$ cat config.mk
export PLATFORM = sky130hd
export DESIGN_NAME = out_t_fifo_flat
export DESIGN_NICKNAME = d
export VERILOG_FILES = /design/src/rtl/out_t_fifo_pkg.sv /design/src/rtl/out_t_fifo_if.sv /design/src/rtl/out_t_fifo_ptr.sv /design/src/rtl/out_t_fifo.sv /design/src/flat_wrapper.sv
export SDC_FILE = /design/constraint.sdc
export NUM_CORES = 1
export LEC_CHECK = 0
export CAP_MARGIN = 20
export CORE_MARGIN = 2
export CORE_UTILIZATION = 52
export CTS_BUF_LIST = sky130_fd_sc_hd__clkbuf_4
export CTS_CLUSTER_DIAMETER = 80
export DETAILED_ROUTE_END_ITERATION = 8
export GPL_TIMING_DRIVEN = 1
export PLACE_DENSITY = 0.89
export RECOVER_POWER = 100
export SLEW_MARGIN = 20
export SYNTH_ARGS = -nofsm -noshare
export SYNTH_HDL_FRONTEND = slang
export SYNTH_HIERARCHICAL = 1
export SYNTH_SLANG_ARGS = --single-unit
$ cat constraint.sdc
create_clock -name clk -period 2.8 [get_ports clk]
set_clock_uncertainty 0.15 [all_clocks]
set_input_delay 0.42 -clock clk [delete_from_list [all_inputs] [get_ports clk]]
set_output_delay 0.42 -clock clk [all_outputs]
set_load 0.005 [all_outputs]
$ cat src/rtl/out_t_fifo_pkg.sv
// Shared helpers for the out_t_fifo buffering stage: count width and the
// elaboration-time depth check. The record type stays a module parameter.
package out_t_fifo_pkg;

  localparam int MIN_DEPTH = 2;

  function automatic int cnt_w(input int depth);
    return $clog2(depth + 1);
  endfunction

  function automatic bit depth_ok(input int depth);
    return depth >= MIN_DEPTH;
  endfunction

endpackage

$ cat src/rtl/out_t_fifo_if.sv
// Producer/consumer handshake bundle for out_t_fifo, plus occupancy and
// overflow status. The master side drives records in and takes them out.
interface out_t_fifo_if
  import out_t_fifo_pkg::*;
#(
  parameter type OUT_t = logic [7:0],
  parameter int  DEPTH = 4
);

  localparam int CNT_W = cnt_w(DEPTH);

  logic             in_valid;
  OUT_t             in_data;
  logic             in_ready;
  logic             out_valid;
  OUT_t             out_data;
  logic             out_ready;
  logic [CNT_W-1:0] count;
  logic             err_ovf;
  logic             clr_err;

  modport master (
    output in_valid, in_data, out_ready, clr_err,
    input  in_ready, out_valid, out_data, count, err_ovf
  );

  modport slave (
    input  in_valid, in_data, out_ready, clr_err,
    output in_ready, out_valid, out_data, count, err_ovf
  );

endinterface

$ cat src/rtl/out_t_fifo_ptr.sv
// One FIFO pointer counting modulo DEPTH; advances by one when inc is high.
module out_t_fifo_ptr
  import out_t_fifo_pkg::*;
#(
  parameter int DEPTH = 4,
  parameter int PTR_W = $clog2(DEPTH)
) (
  input  logic             clk,
  input  logic             rst,
  input  logic             inc,
  output logic [PTR_W-1:0] ptr
);

  logic [PTR_W-1:0] ptr_q;
  logic [PTR_W-1:0] ptr_d;

  // Explicit wrap keeps non-power-of-2 depths from visiting unused slots.
  always_comb begin
    ptr_d = ptr_q;
    if (inc) begin
      if (ptr_q == PTR_W'(DEPTH - 1)) begin
        ptr_d = '0;
      end else begin
        ptr_d = ptr_q + PTR_W'(1);
      end
    end
  end

  always_ff @(posedge clk or posedge rst) begin
    if (rst) begin
      ptr_q <= '0;
    end else begin
      ptr_q <= ptr_d;
    end
  end

  assign ptr = ptr_q;

endmodule

$ cat src/rtl/out_t_fifo.sv
// First-word fall-through FIFO for OUT_t records with a sticky overflow flag.
// Full blocks pushes even when the consumer pops in the same cycle.
module out_t_fifo
  import out_t_fifo_pkg::*;
#(
  parameter type OUT_t = logic [7:0],
  parameter int  DEPTH = 4
) (
  input  logic       clk,
  input  logic       rst,
  out_t_fifo_if.slave bus
);

  localparam int CNT_W = cnt_w(DEPTH);
  localparam int PTR_W = $clog2(DEPTH);

  if (!depth_ok(DEPTH)) begin : g_bad_depth
    $error("out_t_fifo: DEPTH must be at least 2");
  end

  logic [CNT_W-1:0] count_q;
  logic [CNT_W-1:0] count_d;
  logic             err_q;
  logic             err_d;
  OUT_t             mem_q [DEPTH];
  OUT_t             mem_d [DEPTH];

  logic [PTR_W-1:0] wr_ptr;
  logic [PTR_W-1:0] rd_ptr;
  logic             in_ready;
  logic             out_valid;
  logic             push;
  logic             pop;

  // Ready ignores out_ready on purpose: no pass-through when full.
  assign in_ready  = !rst && (count_q != CNT_W'(DEPTH));
  assign out_valid = (count_q != '0);
  assign push      = bus.in_valid && in_ready;
  assign pop       = out_valid && bus.out_ready;

  out_t_fifo_ptr #(.DEPTH(DEPTH), .PTR_W(PTR_W)) u_wr_ptr (
    .clk (clk),
    .rst (rst),
    .inc (push),
    .ptr (wr_ptr)
  );

  out_t_fifo_ptr #(.DEPTH(DEPTH), .PTR_W(PTR_W)) u_rd_ptr (
    .clk (clk),
    .rst (rst),
    .inc (pop),
    .ptr (rd_ptr)
  );

  always_comb begin
    count_d = count_q;
    case ({push, pop})
      2'b10:   count_d = count_q + CNT_W'(1);
      2'b01:   count_d = count_q - CNT_W'(1);
      default: count_d = count_q;
    endcase
  end

  // Set has priority over clear when both land in the same cycle.
  always_comb begin
    err_d = err_q;
    if (bus.clr_err) begin
      err_d = 1'b0;
    end
    if (bus.in_valid && !in_ready && !rst) begin
      err_d = 1'b1;
    end
  end

  always_comb begin
    mem_d = mem_q;
    if (push) begin
      mem_d[wr_ptr] = bus.in_data;
    end
  end

  always_ff @(posedge clk or posedge rst) begin
    if (rst) begin
      count_q <= '0;
      err_q   <= 1'b0;
    end else begin
      count_q <= count_d;
      err_q   <= err_d;
    end
  end

  // Storage carries no reset; stale entries are hidden by count.
  always_ff @(posedge clk) begin
    mem_q <= mem_d;
  end

  assign bus.in_ready  = in_ready;
  assign bus.out_valid = out_valid;
  assign bus.out_data  = mem_q[rd_ptr];
  assign bus.count     = count_q;
  assign bus.err_ovf   = err_q;

endmodule

$ cat src/flat_wrapper.sv
// flat-port wrapper written by rule: the top's interface ports become plain ports
module out_t_fifo_flat import out_t_fifo_pkg::*;
#(
  parameter type OUT_t = logic [7:0],
  parameter int  DEPTH = 4
)
  (clk, rst, bus_in_valid, bus_in_data, bus_out_ready, bus_clr_err, bus_in_ready, bus_out_valid, bus_out_data, bus_count, bus_err_ovf);
  out_t_fifo_if #(.OUT_t(OUT_t), .DEPTH(DEPTH)) bus_i ();
  input  logic clk;
  input  logic rst;
  input wire logic [$bits(bus_i.in_valid)-1:0] bus_in_valid;
  input wire logic [$bits(bus_i.in_data)-1:0] bus_in_data;
  input wire logic [$bits(bus_i.out_ready)-1:0] bus_out_ready;
  input wire logic [$bits(bus_i.clr_err)-1:0] bus_clr_err;
  output wire logic [$bits(bus_i.in_ready)-1:0] bus_in_ready;
  output wire logic [$bits(bus_i.out_valid)-1:0] bus_out_valid;
  output wire logic [$bits(bus_i.out_data)-1:0] bus_out_data;
  output wire logic [$bits(bus_i.count)-1:0] bus_count;
  output wire logic [$bits(bus_i.err_ovf)-1:0] bus_err_ovf;
  assign bus_i.in_valid = bus_in_valid;
  assign bus_i.in_data = bus_in_data;
  assign bus_i.out_ready = bus_out_ready;
  assign bus_i.clr_err = bus_clr_err;
  assign bus_in_ready = bus_i.in_ready;
  assign bus_out_valid = bus_i.out_valid;
  assign bus_out_data = bus_i.out_data;
  assign bus_count = bus_i.count;
  assign bus_err_ovf = bus_i.err_ovf;
  out_t_fifo #(.OUT_t(OUT_t), .DEPTH(DEPTH)) u_core (.clk(clk), .rst(rst), .bus(bus_i));
endmodule
==> flow_summary.json, run 1 <==
{
  "grt_pass1_wl_mm": 3.95,
  "power_mw": 1.83,
  "dr.pass1.iters": 4,
  "coreArea_um2": 3030,
  "post-dp-hpwl_mm": 1.75,
  "slew_violations": 0,
  "power.switching_uw": 496,
  "end_kind": "primary output",
  "ys_seq_area_share_pct": 70.8,
  "ys_seq_elements": 40,
  "cpLargestDelayFamily": "flip-flops",
  "rr_worst_depth": 8,
  "p_int_mw": 1.33,
  "layout_common_cells": "edfxtp_1 (32), dlygate4sd3_1 (15), clkdlybuf4s50_1 (11)",
  "routedWlPerCell_um": 14.7,
  "cts-root-buf": "clkbuf_4",
  "clk_latency_ns": 0.34,
  "diodes": 0,
  "ctsHoldBuffers": 0,
  "timing.rr.start": "u_core/bus.count[0]$_DFFE_PP0P_",
  "htree_levels": 2,
  "finalWirelength_mm": 2.43,
  "critPathKind": "flop to primary output",
  "layout_min_cycle_time_ns": 2.62,
  "p_leak_nw": 0.732,
  "outcome": "complete, no violations",
  "antenna_found_initial": 0,
  "drv_cap": 0,
  "die-area_um2": 3620,
  "die_x_um": 60.1,
  "cts_num_sinks": 40,
  "port-buffer-count": 26,
  "arrival_ns": 2.05,
  "cp_slowest_cell": "dfrtp_1",
  "swShare_pct": 27.1,
  "drive_gt1_share_pct": 14.9,
  "clkPwrFrac_pct": 20.3,
  "layout_commonest_cell": "edfxtp_1",
  "cp.required_ns": 2.23,
  "max-slew-margin-rel_pct": 64.3,
  "post_cts_buffers": 0,
  "drtIter0Drc": 14,
  "syn_nets": 101,
  "cp_cell_sequence": "mux4_2, clkdlybuf4s50_1",
  "cts_resized": 0,
  "grt_max_degree": 13,
  "timing.rr.end": "u_core/bus.count[2]$_DFFE_PP0P_",
  "grt_pass1_vias": 878,
  "rsz0062_at_grt": "no",
  "tns_ns": 0,
  "fmaxAchievable_mhz": 381,
  "crit_path_max_incr_delay_ns": 0.68,
  "powerDensity_nw_per_um2": 907,
  "syn_inst": 84,
  "setup_viol": 0,
  "drc": 0,
  "place_congestion": 0.736,
  "clk_pin_slew_ns": 0.11,
  "vias": 824,
  "initial_core_util_pct": 54.1,
  "synth.distinct_cells": 22,
  "peakVddDrop_v": 0.000465,
  "synthToLayoutAreaGrowth_pct": 23.1,
  "num-nets-final": 137,
  "rows": 20,
  "crit_buf_inv": 1,
  "drtAntennaViolNets": 0,
  "hold_ws_ns": 0.268,
  "grt_usage_pct": 16.0,
  "combinationalPowerShare_pct": 31.8,
  "crit_fanout": 9,
  "grt-ovfl-total": 0,
  "worst-slew-pin-transition_ns": 0.535,
  "io_pins": 27,
  "clockBufferDepth": 2,
  "r2r_slack_ns": 0.54,
  "finalCritPeriodShare_pct": 93.6,
  "p_seq_share_pct": 47.9,
  "cts_buffers": 5,
  "yosysWarnings": 6,
  "die_y_um": 60.1,
  "hold_path.class": "input pin to async pin",
  "worstSetupStartpointType": "flop",
  "vias_per_cell": 4.99,
  "finalHoldViolCount": 0,
  "syn_avg_cell_area_um2": 19.5,
  "cts_tree": "done",
  "synth.cell_area_um2": 1640
}
flip-flops by register name, summed over array words and instances, names as in the netlist:
register	flops
u_core/mem_q	32
u_core/bus.err_ovf	1
u_core/bus.count	3
u_core/u_rd_ptr/ptr	2
u_core/u_wr_ptr/ptr	2
how the worst max path moves through the flow:
| stage | startpoint | to | slack (ns) | cells past startpoint |
|---|---|---|---|---|
| global placement | rst | u_core/bus.count[2]$_DFFE_PP0P_ | 0.35 | 9 |
| CTS | u_core/u_rd_ptr/ptr[0]$_DFFE_PP0P_ | bus_out_data[5] | 0.10 | 2 |
| finish | u_core/u_rd_ptr/ptr[0]$_DFFE_PP0P_ | bus_out_data[5] | 0.18 | 2 |
| detailed placement | rst | u_core/bus.count[2]$_DFFE_PP0P_ | 0.25 | 9 |
| global route | u_core/u_rd_ptr/ptr[0]$_DFFE_PP0P_ | bus_out_data[0] | 0.02 | 2 |
| floorplan | u_core/bus.count[0]$_DFFE_PP0P_ | u_core/bus.count[2]$_DFFE_PP0P_ | 0.75 | 8 |
stage by stage:
| step | setup WS, ns | cells | instance area (um2) | util, % |
|---|---|---|---|---|
| finish | 0.178 | 165 | 2020 | 66.6 |
| detailed placement | 0.252 | 157 | 1980 | 65.2 |
| CTS | 0.101 | 165 | 2060 | 67.9 |
| global placement | 0.349 | 157 | 1980 | 65.2 |
| floorplan | 0.746 | 84 | 1640 | - |
| global route | 0.0241 | 165 | 2020 | 66.6 |
worst reg2reg max path: stages, from the launching register on:
cell and delay [ns]:
dfrtp_1 0.45, nor3b_2 0.26, nand3b_1 0.25, ha_1 0.22, inv_1 0.06, fa_1 0.37
xor2_1 0.15, nor2_1 0.12, xor2_1 0.16
area by class of cell:
cell class,instances,area (um2)
multi-input combinational,34,412
inverter,8,30.0
clock inverter,2,35.0
sequential,40,1160
timing repair buffer,31,279
tap,44,55.1
clock buffer,6,45.0
fill,226,1010
synthesized netlist by cell type:
master | number | area, um2
nand2b_1 | 2 | 12.5
buf_6 | 1 | 11.3
xnor2_1 | 1 | 8.76
or3_4 | 1 | 11.3
mux2i_1 | 3 | 30.0
fa_1 | 1 | 20.0
clkbuf_2 | 1 | 5.00
nor2_1 | 3 | 11.3
nor3_1 | 1 | 5.00
inv_1 | 8 | 30.0
ha_1 | 3 | 37.5
edfxtp_1 | 32 | 961
xor2_1 | 2 | 17.5
dfrtp_1 | 8 | 200
mux4_2 | 8 | 180
and2_1 | 1 | 6.26
a32o_1 | 1 | 10.0
nand3b_4 | 1 | 20.0
nor3b_1 | 2 | 15.0
mux2_4 | 2 | 30.0
nand2_1 | 1 | 3.75
nor3b_2 | 1 | 12.5
power by group through the flow:
stage          Combinational, mW  Clock (mW)  Sequential (mW)
3_5_place_dp               0.644           0            0.897
4_1_cts                    0.648       0.384            0.887
2_1_floorplan              0.411           0            0.830
3_3_place_gp               0.627           0            0.887
6_report                   0.581       0.371            0.877
5_1_grt                    0.636       0.405            0.901
cell families after synthesis:
| logic type | synth area share, % |
|---|---|
| AOI/OAI and AO/OA | 0.611 |
| adders and majority gates | 3.51 |
| buffers and inverters | 2.82 |
| muxes | 14.7 |
| and+or+nand+nor | 5.95 |
| DFF | 70.8 |
| xor gates and xnor gates | 1.60 |
layer usage:
metal	share of wire, %	up-vias	global-route usage, %
met2	48	25	25.8
met4	2.0	0	7.62
li1	-	390	-
met1	44	402	18.8
met3	5.9	7	6.28
met5	0	-	0
(Power assumes the default switching activity.)
==> inputs of run 2 (changes only) <==
--- a/config.mk
+++ b/config.mk
@@ -6,7 +6,7 @@
 export NUM_CORES = 1
 export LEC_CHECK = 0
 export CAP_MARGIN = 20
-export CORE_MARGIN = 2
+export CORE_MARGIN = 4
 export CORE_UTILIZATION = 52
 export CTS_BUF_LIST = sky130_fd_sc_hd__clkbuf_4
 export CTS_CLUSTER_DIAMETER = 80
==> flow_summary.json, run 2 (synthesis results as in run 1) <==
{
  "outcome": "complete, no violations",
  "grt_max_degree": 13,
  "grt-ovfl-total": 0,
  "r2r_slack_ns": 0.52,
  "largest_reg_flops": 32,
  "finalHoldViolCount": 0,
  "powerDensity_nw_per_um2": 889,
  "port-buffer-count": 26,
  "post_cts_buffers": 0,
  "slew_violations": 0,
  "finalCritPeriodShare_pct": 92.5,
  "cts_num_sinks": 40,
  "crit_fanout": 9,
  "peakVddDrop_v": 0.000533,
  "place_congestion": 0.756,
  "drtIter0Drc": 13,
  "worst-slew-pin-transition_ns": 0.529,
  "drtAntennaViolNets": 0,
  "htree_levels": 2,
  "diodes": 0,
  "clk_latency_ns": 0.33,
  "io_pins": 27,
  "initial_core_util_pct": 54.1,
  "rows": 20,
  "fin_util_pct": 66.0,
  "worst_slack_ns": 0.211,
  "rsz0062_at_grt": "no",
  "grt_pass1_vias": 965,
  "vias_per_cell": 5.25,
  "grt_usage_pct": 15.2,
  "coreArea_um2": 3030,
  "grt_pass1_wl_mm": 4.59,
  "layout_min_cycle_time_ns": 2.59,
  "die_x_um": 64.1,
  "hold_ws_ns": 0.298,
  "cts_buffers": 5,
  "cts_tree": "done",
  "routedWlPerCell_um": 16.8,
  "arrival_ns": 2.02,
  "die_y_um": 64.1,
  "tns_ns": 0,
  "cts_resized": 0,
  "dr.pass1.iters": 4,
  "end_kind": "primary output",
  "clockBufferDepth": 2,
  "hold_path.class": "input pin to async pin",
  "cts-root-buf": "clkbuf_4",
  "post-dp-hpwl_mm": 1.97,
  "finalWirelength_mm": 2.77,
  "p_leak_nw": 0.728,
  "critPathKind": "flop to primary output",
  "ctsHoldBuffers": 0,
  "worstSetupStartpointType": "flop",
  "power_mw": 1.78,
  "place_ws_ns": 0.232,
  "drc": 0,
  "drv_cap": 0,
  "clk_pin_slew_ns": 0.11,
  "layout_commonest_cell": "edfxtp_1",
  "max-slew-margin-rel_pct": 64.7,
  "synthToLayoutAreaGrowth_pct": 21.9,
  "largest_register": "u_core/mem_q",
  "setup_viol": 0,
  "die-area_um2": 4110,
  "antenna_found_initial": 0,
  "drive_gt1_share_pct": 16.5,
  "cp.required_ns": 2.23,
  "vias": 867,
  "num-nets-final": 137,
  "fmaxAchievable_mhz": 386,
  "layout_common_cells": "edfxtp_1 (32), dlygate4sd3_1 (18), clkdlybuf4s50_1 (8), inv_1 (8), mux4_2 (8)"
}
run 2: final cells by class:
class	count	area [um2]
fillers	226	1030
clock buffers	7	52.6
clock inverters	1	5.00
repair buffers	31	283
multi-input cells	34	410
inverters	8	30.0
flip-flops and latches	40	1160
well taps	44	55.1
run 2: routing by layer:
metal  track usage [%]  vias up  wire length, um
met5                 0        -                0
met4              4.75        0               15
met3              5.45        3              148
met2              25.4       25             1480
met1              18.3      448             1120
li1                  -      391                -
run 2: final timing paths:
path,from,end,depth (start not counted)
worst max-delay path,u_core/u_rd_ptr/ptr[0]$_DFFE_PP0P_,bus_out_data[0],2
worst min-delay path,rst,u_core/u_rd_ptr/ptr[0]$_DFFE_PP0P_,2
worst max register to register,u_core/bus.count[0]$_DFFE_PP0P_,u_core/bus.count[2]$_DFFE_PP0P_,8
worst min register to register,u_core/bus.err_ovf$_DFFE_PP0P_,u_core/bus.err_ovf$_DFFE_PP0P_,1
max in group asynchronous,rst,u_core/bus.err_ovf$_DFFE_PP0P_,2
min in group clk,u_core/bus.err_ovf$_DFFE_PP0P_,u_core/bus.err_ovf$_DFFE_PP0P_,1
run 2: through the flow:
step	instance area (um2)	cells
2_1_floorplan	1640	84
3_3_place_gp	1980	157
3_5_place_dp	1980	157
4_1_cts	2030	165
5_1_grt	2000	165
6_report	2000	165
run 2: critical path, cell delays in order, from the launching register on:
cell	delay [ns]
dfrtp_2	0.57
mux4_2	0.54
dlygate4sd3_1	0.58
run 2: report_power, final:
| group | leakage [nW] | switching, mW | internal, mW | total, mW |
|---|---|---|---|---|
| registers | 0.385 | 0.133 | 0.753 | 0.886 |
| logic | 0.307 | 0.207 | 0.389 | 0.596 |
| clock network | 0.0361 | 0.177 | 0.117 | 0.294 |
